### config.mk
export PLATFORM = sky130hd
export DESIGN_NAME = lsq_store_arbiter
export DESIGN_NICKNAME = d
export VERILOG_FILES = /design/src/rtl/lsq_store_arbiter.sv
export SDC_FILE = /design/constraint.sdc
export NUM_CORES = 1
export LEC_CHECK = 0
export CORE_MARGIN = 5
export CORE_UTILIZATION = 35
export CTS_CLUSTER_DIAMETER = 60
export DETAILED_ROUTE_END_ITERATION = 6
export PLACE_DENSITY = 0.86
export RECOVER_POWER = 25
export SLEW_MARGIN = 20
export SYNTH_ARGS = -nofsm -noshare
export SYNTH_HDL_FRONTEND = slang
export SYNTH_SLANG_ARGS = --single-unit
### constraint.sdc
create_clock -name clk -period 7.2 [get_ports clk]
set_input_delay 2.16 -clock clk [delete_from_list [all_inputs] [get_ports clk]]
set_output_delay 2.16 -clock clk [all_outputs]
set_load 0.005 [all_outputs]
### src/rtl/lsq_store_arbiter.sv
// Round-robin arbiter that joins per-requester address/data tokens and feeds one LSQ store port
// through a single output slot whose address and data channels drain independently.
module lsq_store_arbiter #(
    parameter int unsigned NUM_PORTS     = 2,
    parameter int unsigned DATA_TYPE     = 32,
    parameter int unsigned ADDR_TYPE     = 32,
    parameter int unsigned PORT_ID_WIDTH = 1
) (
    input  logic                           clk,
    input  logic                           rst,
    input  logic [NUM_PORTS*DATA_TYPE-1:0] dataIn,
    input  logic [NUM_PORTS-1:0]           dataIn_valid,
    output logic [NUM_PORTS-1:0]           dataIn_ready,
    input  logic [NUM_PORTS*ADDR_TYPE-1:0] addrIn,
    input  logic [NUM_PORTS-1:0]           addrIn_valid,
    output logic [NUM_PORTS-1:0]           addrIn_ready,
    output logic [DATA_TYPE-1:0]           dataToMem,
    output logic                           dataToMem_valid,
    input  logic                           dataToMem_ready,
    output logic [ADDR_TYPE-1:0]           addrOut,
    output logic                           addrOut_valid,
    input  logic                           addrOut_ready,
    output logic [PORT_ID_WIDTH-1:0]       portId,
    output logic                           idle
);

    logic [NUM_PORTS-1:0]     w_elig;
    logic [NUM_PORTS-1:0]     w_ready;
    logic                     w_free;
    logic                     w_any;
    logic                     w_grant;
    logic [PORT_ID_WIDTH-1:0] w_idx;
    logic [ADDR_TYPE-1:0]     w_sel_addr;
    logic [DATA_TYPE-1:0]     w_sel_data;
    int unsigned              w_scan;

    logic                     r_addr_pend;
    logic                     r_data_pend;
    logic [ADDR_TYPE-1:0]     r_addr;
    logic [DATA_TYPE-1:0]     r_data;
    logic [PORT_ID_WIDTH-1:0] r_port;
    logic [PORT_ID_WIDTH-1:0] r_last;

    assign w_elig = dataIn_valid & addrIn_valid;

    // A new load may overlap the cycle in which the last pending handshake completes.
    assign w_free = (!r_addr_pend || addrOut_ready) && (!r_data_pend || dataToMem_ready);

    // Scan last+1, last+2, ... with wrap; the first eligible requester wins.
    always_comb begin
        w_any      = 1'b0;
        w_idx      = '0;
        w_sel_addr = '0;
        w_sel_data = '0;
        w_scan     = 0;
        for (int unsigned k = 1; k <= NUM_PORTS; k++) begin
            w_scan = (32'(r_last) + k) % NUM_PORTS;
            if (!w_any && w_elig[w_scan]) begin
                w_any      = 1'b1;
                w_idx      = w_scan[PORT_ID_WIDTH-1:0];
                w_sel_addr = addrIn[w_scan*ADDR_TYPE +: ADDR_TYPE];
                w_sel_data = dataIn[w_scan*DATA_TYPE +: DATA_TYPE];
            end
        end
    end

    assign w_grant = w_free && w_any && !rst;

    always_comb begin
        w_ready = '0;
        if (w_grant) begin
            w_ready[w_idx] = 1'b1;
        end
    end

    assign dataIn_ready = w_ready;
    assign addrIn_ready = w_ready;

    always_ff @(posedge clk) begin
        if (rst) begin
            r_addr_pend <= 1'b0;
            r_data_pend <= 1'b0;
            r_addr      <= '0;
            r_data      <= '0;
            r_port      <= '0;
            r_last      <= PORT_ID_WIDTH'(NUM_PORTS - 1);
        end else if (w_grant) begin
            r_addr_pend <= 1'b1;
            r_data_pend <= 1'b1;
            r_addr      <= w_sel_addr;
            r_data      <= w_sel_data;
            r_port      <= w_idx;
            r_last      <= w_idx;
        end else begin
            if (r_addr_pend && addrOut_ready) begin
                r_addr_pend <= 1'b0;
            end
            if (r_data_pend && dataToMem_ready) begin
                r_data_pend <= 1'b0;
            end
        end
    end

    assign addrOut         = r_addr;
    assign addrOut_valid   = r_addr_pend;
    assign dataToMem       = r_data;
    assign dataToMem_valid = r_data_pend;
    assign portId          = r_port;
    assign idle            = !r_addr_pend && !r_data_pend && !(|w_elig);

endmodule

==> flow_metrics.tcl, run 1 <==
set metrics [dict create \
    grt_pass1_wl_um 22900 \
    synth-seq-cells 68 \
    coreArea_mm2 0.0107 \
    cts_max_path_buffers 2 \
    clkTransAtPathRegs_ps 70 \
    initial_core_util 0.354 \
    yosys.area.top_type "dfxtp_1" \
    wirelength_um 14700 \
    syn_inst 422 \
    syn_area_per_cell_um2 8.97 \
    fmax_mhz 162 \
    timing.hold.ws_ps 553 \
    max_slew.worst_pin.slew_ps 942 \
    netlist_area_mm2 0.00378 \
    synth_warnings 0 \
    cp-start-kind "primary input" \
    antenna_found_initial 0 \
    routedWlPerCell_um 20.5 \
    io_buffer_count 207 \
    antenna_cells 0 \
    fp-row-count 38 \
    synth_area_leaders "dfxtp_1 36%, a311oi_2 15%, nand4_1 11%" \
    setup_ws_ps 1030 \
    hp-class "reg2reg" \
    fin_tns_setup_ps 0 \
    syn_to_final_growth_pct 57.6 \
    relSlewSlack 0.372 \
    path_max_fanout 36 \
    grt_overflow 0 \
    final_cell_mix "169 x clkdlybuf4s50_1, 68 x dfxtp_1, 65 x nand3_1, 65 x nand4_1, 64 x a31oi_1" \
    viasPerCell 6.22 \
    cap_viol_max_count 0 \
    vias 4486 \
    yosysSeqAreaShare 0.360 \
    final_common_cell "clkdlybuf4s50_1" \
    synth_cell_types 23 \
    post_cts_buffers 0 \
    die_area_mm2 0.0130 \
    pin_count 208 \
    layout-drive-gt1-share 0.129 \
    cts_tree "done" \
    rsz0062_at_grt "false" \
    grt_start_max_net_pins 66 \
    post-place-ws_ps 1040 \
    synth.top_cell.area_share 0.360 \
    dp_hpwl_um 9890 \
    die_w_um 114 \
    crit_type "in2out" \
    post_cts_resized 0 \
    period_share 0.856 \
    endpoint_kind "output port" \
    hold_buffers 0 \
    synth_nets 558 \
    gr-usage-all-layers 0.214 \
    drt-pass1-iter-count 5 \
    antenna_left 0 \
    drc_errors 0 \
    ir_drop_uv 116 \
    grt_pass1_vias 4473 \
    power.density_mw_per_mm2 182 \
    period_needed_ps 6170 \
    finalClockSkew_ps 12.6 \
    p_leak_uw 0.00197 \
    cts_made_buffers 9 \
    cts-root-buf "clkbuf_8" \
    fin_nets 713 \
    crit_required_ps 5040 \
    h-tree-depth 3 \
    final_core_util 0.558 \
    finalHoldViolCount 0 \
    gp_congestion 0.843 \
    fp.dieH_um 114 \
    setup_viol 0 \
    insertion_delay_ps 330 \
    outcome "completed" \
    cts.sinks 68 \
    drtIter0Drc 485 \
    arrival_ps 4010 \
    maxSlewViolCount 0 \
]
-- kinds of logic (layout without fill, tap and decap cells) --
logic type / after synthesis / count (layout) / synth area share
compound gates: 134 / 134 / 0.329
buf+inv: 79 / 238 / 0.0998
simple gates: 141 / 141 / 0.212
flops: 68 / 68 / 0.360
-- layer usage --
metal  vias to the layer above  global-route usage  wire length [um]
met4                         0              0.0736               291
li1                       2041                   -                 -
met1                      2130               0.273              5660
met5                         -                   0                 0
met2                       284               0.357              7440
met3                        31              0.0483              1360
-- power breakdown --
part,leakage (uW),internal (uW),switching [uW]
sequential,0.000562,413,21.6
combinational,0.00130,177,150
clock,0.000103,187,139
-- cell usage after synthesis --
library cell	instances
dfxtp_1	68
nand3_1	66
nand4_1	65
a31oi_1	64
clkbuf_1	42
a311oi_2	39
a311oi_1	25
buf_2	20
buf_4	5
buf_6	5
buf_1	4
a21oi_1	3
inv_1	3
and2_1	2
nand2b_1	2
nor3_1	2
a22o_1	1
a31o_2	1
and3_1	1
and3_4	1
nand2_1	1
nand3b_1	1
o211ai_1	1
-- stage by stage --
step / cell area, um2 / std cells / total power [uW]
after floorplan: 3780 / 422 / 598
after global placement: 5760 / 706 / 766
after detailed placement: 5760 / 706 / 775
after CTS: 5970 / 721 / 1100
after global routing: 5970 / 721 / 1140
final: 5970 / 721 / 1090
-- layout make-up --
cell class	count	area, um2
fill	945	4730
tap	140	175
multi-input combinational	275	2060
clock inverter	1	30.0
inverter	3	11.3
clock buffer	14	173
sequential	68	1360
timing repair buffer	220	2160
-- critical path: stages --
cell and delay (ps):
buf_2 530, a22o_2 420, nand3_1 120, nor3_1 230, clkdlybuf4s50_1 550
-- sequential cells by signal, summed over array words and instances (netlist names) --
name	cells
dataToMem_valid	1
addrOut	32
addrOut_valid	1
r_last	1
portId	1
dataToMem	32
-- final timing paths --
| kind | to | from | slack (ps) | cells past startpoint |
|---|---|---|---|---|
| setup / recovery | addrIn_ready[0] | addrIn_valid[0] | 1030 | 5 |
| hold / removal | dataToMem[25] | dataToMem[25] | 550 | 2 |
| setup reg to reg | dataToMem[21] | addrOut_valid | 5010 | 5 |
| hold reg to reg | dataToMem[25] | dataToMem[25] | 550 | 2 |
Note: power is estimated with default switching activity, not from simulation.
==> run 2, diff against run 1 <==
CELL_PAD_IN_SITES_DETAIL_PLACEMENT = 1   (was unset)
CELL_PAD_IN_SITES_GLOBAL_PLACEMENT = 1   (was unset)
CORE_MARGIN = 2   (was 5)
CORE_UTILIZATION = 30   (was 35)
PLACE_DENSITY = 0.95   (was 0.86)
==> run 2 against run 1 <==
- wire length up 13%
- power up 6.1%
- combinational power up 2%
- first-iteration DRC count down 19%
- maximum frequency down 1.7%
- critical path type unchanged
==> flow_metrics.tcl, run 2 (synthesized netlist as in run 1, its figures left out) <==
set metrics [dict create \
    outcome "completed" \
    final_common_cell "clkdlybuf4s50_1" \
    h-tree-depth 3 \
    die_area_mm2 0.0135 \
    fp.dieH_um 116 \
    seqCellArea_mm2 0.00136 \
    cp-start-kind "primary input" \
    dp_hpwl_um 11000 \
    cts_made_buffers 9 \
    syn_to_final_growth_pct 59.9 \
    relSlewSlack 0.361 \
    wirelength_um 16700 \
    power.density_mw_per_mm2 191 \
    cts_tree "done" \
    p_sw_frac 0.289 \
    comb_power_share 0.290 \
    fmax_mhz 159 \
    die_w_um 116 \
    setup_viol 0 \
    fin_tns_setup_ps 0 \
    viasPerCell 6.01 \
    rsz0062_at_grt "false" \
    arrival_ps 4110 \
    layout-drive-gt1-share 0.126 \
    finalClockSkew_ps 10.9 \
    io_buffer_count 207 \
    vias 4519 \
    maxSlewViolCount 0 \
    period_needed_ps 6270 \
    gp_congestion 0.776 \
    fp-row-count 41 \
    ir_drop_uv 136 \
    finalHoldViolCount 0 \
    cts.sinks 68 \
    cts_max_path_buffers 2 \
    switching_power_uw 334 \
    multiInputGateArea_mm2 0.00206 \
    insertion_delay_ps 320 \
    crit_required_ps 5040 \
    routedWlPerCell_um 22.2 \
    antenna_found_initial 0 \
    grt_overflow 0 \
    hold_buffers 0 \
    path_max_fanout 39 \
    drt-pass1-iter-count 5 \
    grt_start_max_net_pins 68 \
    crit_type "in2out" \
    pin_count 208 \
    drc_errors 0 \
    clkTransAtPathRegs_ps 50 \
    seqPwrFrac 0.378 \
    max_slew.worst_pin.slew_ps 958 \
    p_int_uw 820 \
    fillCellCount 1420 \
    final_cell_mix "169 x clkdlybuf4s50_1, 68 x dfxtp_1, 65 x nand3_1, 65 x nand4_1, 64 x a31oi_1" \
    p_clk_frac 0.332 \
    p_leak_uw 0.00199 \
    hp-class "reg2reg" \
    grt_pass1_wl_um 25600 \
    cap_viol_max_count 0 \
    post_cts_buffers 0 \
    antenna_cells 0 \
    grt_pass1_vias 5069 \
    initial_core_util 0.304 \
    post_cts_resized 0 \
    drtIter0Drc 392 \
    fin_nets 712 \
    coreArea_mm2 0.0125 \
    antenna_left 0 \
    gr-usage-all-layers 0.242 \
    timing.hold.ws_ps 553 \
    period_share 0.871 \
    cts-root-buf "clkbuf_16" \
    endpoint_kind "output port" \
]
## run 2: cell count changes in the layout (fill, tap and decap cells not counted)
| cell | previous run | this run |
|---|---|---|
| clkbuf_16 | 0 | 9 |
| buf_6 | 0 | 1 |
| clkinv_2 | 0 | 3 |
| buf_4 | 14 | 12 |
| clkbuf_1 | 2 | 3 |
| clkbuf_8 | 12 | 0 |
| bufinv_16 | 1 | 0 |
## run 2: worst paths after layout
check | startpoint | end | slack [ps] | depth (start not counted)
setup reg to reg | r_last | dataToMem[31] | 5330 | 4
hold / removal | dataToMem[18] | dataToMem[18] | 550 | 2
hold reg to reg | dataToMem[18] | dataToMem[18] | 550 | 2
setup / recovery | addrIn_valid[0] | addrIn_ready[0] | 930 | 5
## run 2: power by group through the flow
stage / combinational [uW] / clock, uW / sequential, uW
final: 335 / 383 / 437
after global routing: 358 / 412 / 440
after CTS: 341 / 390 / 438
after detailed placement: 338 / 0 / 445
after global placement: 323 / 0 / 444
after floorplan: 156 / 0 / 442
## run 2: final cells by class
class                      instances  area share
timing repair buffer             219       0.356
tap                              172      0.0356
multi-input combinational        275       0.340
clock inverter                     3     0.00248
sequential                        68       0.225
clock buffer                      12      0.0391
inverter                           3     0.00186
## run 2: per-layer routing
metal | wire length [um] | GRT usage | vias up
met3 | 916 | 0.0451 | 32
met5 | 0 | 0 | -
met4 | 370 | 0.123 | 0
met2 | 8820 | 0.426 | 187
li1 | - | - | 2040
met1 | 6570 | 0.279 | 2260
## run 2: per-stage QoR
stage,util,setup WS (ps),cell area [um2],total power [uW],std cells
floorplan,-,1810,3780,598,422
global placement,0.464,1090,5790,767,736
detailed placement,0.464,992,5790,784,736
CTS,0.484,989,6040,1170,751
global route,0.485,852,6050,1210,752
finish,0.485,928,6050,1150,752
## run 2: worst max-delay path: stages
cell and delay, ps:
buf_2 600, a22o_2 360, nand3_1 150, nor3_1 270
clkdlybuf4s50_1 570
==> run 3, diff against run 2 <==
==> constraint.sdc (replaced) <==
create_clock -name clk -period 7.2 [get_ports clk]
set_input_delay 1.44 -clock clk [delete_from_list [all_inputs] [get_ports clk]]
set_output_delay 1.44 -clock clk [all_outputs]
set_load 0.005 [all_outputs]
==> run 3 against run 2 <==
- clock skew is 4.6 ps lower
- register-to-register slack got worse by 620 ps
- design area stayed put
- die area did not move
- final cell count fell by 0.27%
- largest cell class unchanged
==> flow_metrics.tcl, run 3 (synthesized netlist as in run 1, its figures left out) <==
set metrics [dict create \
    die_area_mm2 0.0135 \
    pin_count 208 \
    switching_power_uw 332 \
    rsz0062_at_grt "false" \
    r2r_slack_ps 4710 \
    relSlewSlack 0.233 \
    arrival_ps 3720 \
    grt_pass1_wl_um 24700 \
    crit_required_ps 5760 \
    max_slew.worst_pin.slew_ps 1150 \
    period_share 0.716 \
    grt_pass1_vias 4723 \
    fp.dieH_um 116 \
    comb_power_share 0.281 \
    final_cell_mix "169 x clkdlybuf4s50_1, 68 x dfxtp_1, 65 x nand3_1, 65 x nand4_1, 64 x a31oi_1" \
    drtIter0Drc 434 \
    outcome "completed" \
    crit_family "buffers and inverters" \
    wirelength_um 15900 \
    grt_overflow 0 \
    routedWlPerCell_um 21.2 \
    endpoint_kind "output port" \
    cpMostUsedCell "clkdlybuf4s50_1" \
    hold_buffers 0 \
    period_needed_ps 5160 \
    fin_cells 750 \
    initial_core_util 0.304 \
    io_buffer_count 207 \
    coreArea_mm2 0.0125 \
    fmax_mhz 194 \
    layout-drive-gt1-share 0.125 \
    antenna_left 0 \
    multiInputGateArea_mm2 0.00206 \
    crit_buf_inv 2 \
    slowest_delay_ps 630 \
    gr-usage-all-layers 0.230 \
    post_cts_buffers 0 \
    reg2reg_depth 5 \
    r2r_start "addrOut_valid" \
    cts-root-buf "clkbuf_16" \
    cts_made_buffers 9 \
    critical_path.endpoint "dataIn_ready[0]" \
    antenna_found_initial 0 \
    crit_slowest_cell "a22o_2" \
    seqPwrFrac 0.374 \
    insertion_delay_ps 320 \
    h-tree-depth 3 \
    hp-class "reg2reg" \
    syn_to_final_growth_pct 59.9 \
    crit_type "in2out" \
    fillCellCount 1395 \
    fin_nets 710 \
    clkTransAtPathRegs_ps 50 \
    drc_errors 0 \
    path_cells "clkdlybuf4s50_1 > a22o_2 > nand3_1 > nor3_1 > clkdlybuf4s50_1" \
    cts_tree "done" \
    fin_tns_setup_ps 0 \
    die_w_um 116 \
    drt-pass1-iter-count 5 \
    grt_start_max_net_pins 70 \
    vias 4501 \
    finalHoldViolCount 0 \
    power.density_mw_per_mm2 194 \
    seqCellArea_mm2 0.00136 \
    p_sw_frac 0.283 \
    cts.sinks 68 \
    dp_cells 735 \
    crit_cells 5 \
    cts_max_path_buffers 2 \
    p_leak_uw 0.00199 \
    setup_viol 0 \
    path_max_fanout 36 \
    p_clk_frac 0.345 \
    gp_congestion 0.751 \
    p_int_uw 839 \
    crit_start "addrIn_valid[1]" \
    cap_viol_max_count 0 \
    viasPerCell 6.00 \
    antenna_cells 0 \
    final_core_util 0.485 \
    dp_hpwl_um 10700 \
    fp-row-count 41 \
    ir_drop_uv 83.2 \
    maxSlewViolCount 0 \
    cp-start-kind "primary input" \
    r2r-end "addrOut[22]" \
    finalClockSkew_ps 6.37 \
    final_common_cell "clkdlybuf4s50_1" \
    post_cts_resized 0 \
]
==> run 3: how the worst min path moves through the flow <==
stage               depth (start not counted)           from            end  slack (ps)
finish                                      2  dataToMem[16]  dataToMem[16]         550
global route                                2         r_last         r_last         580
CTS                                         2  dataToMem[16]  dataToMem[16]         560
detailed placement                          2         r_last         r_last         550
global placement                            2  dataToMem[14]  dataToMem[14]         530
floorplan                                   2         r_last         r_last         470
==> run 3: stage by stage <==
| step | total power, uW | hold slack, ps | setup slack [ps] | area (um2) |
|---|---|---|---|---|
| 4_1_cts | 1190 | 558 | 2000 | 6050 |
| 3_3_place_gp | 763 | 533 | 2190 | 5780 |
| 2_1_floorplan | 598 | 473 | 3250 | 3780 |
| 3_5_place_dp | 781 | 546 | 2000 | 5780 |
| 6_report | 1170 | 550 | 2040 | 6050 |
| 5_1_grt | 1230 | 582 | 1850 | 6050 |
==> run 3: final cells by class <==
cell class                      instances  area share
Clock buffer                           13      0.0430
Timing Repair Buffer                  217       0.353
Inverter                                3     0.00186
Sequential cell                        68       0.225
Multi-Input combinational cell        275       0.340
Clock inverter                          2     0.00165
Tap cell                              172      0.0356
==> run 3: worst min-delay path, delay by kind of cell (launching register included) <==
family / cells / cell delay (ps)
flops: 1 / 300
compound gates: 2 / 200
==> run 3: layer usage <==
metal / routed length, um / track usage / vias to the layer above / share of wire
met1: 6400 / 0.279 / 2233 / 0.40
met5: 0 / 0 / - / 0
met4: 293 / 0.0730 / 0 / 0.018
met2: 8370 / 0.417 / 204 / 0.53
met3: 870 / 0.0348 / 35 / 0.055
li1: - / - / 2029 / -
==> run 3: power by group through the flow <==
stage          combinational [uW]  clock, uW  sequential, uW
6_report                      329        404             438
5_1_grt                       354        433             440
4_1_cts                       336        411             439
3_5_place_dp                  335          0             446
3_3_place_gp                  319          0             444
2_1_floorplan                 156          0             442
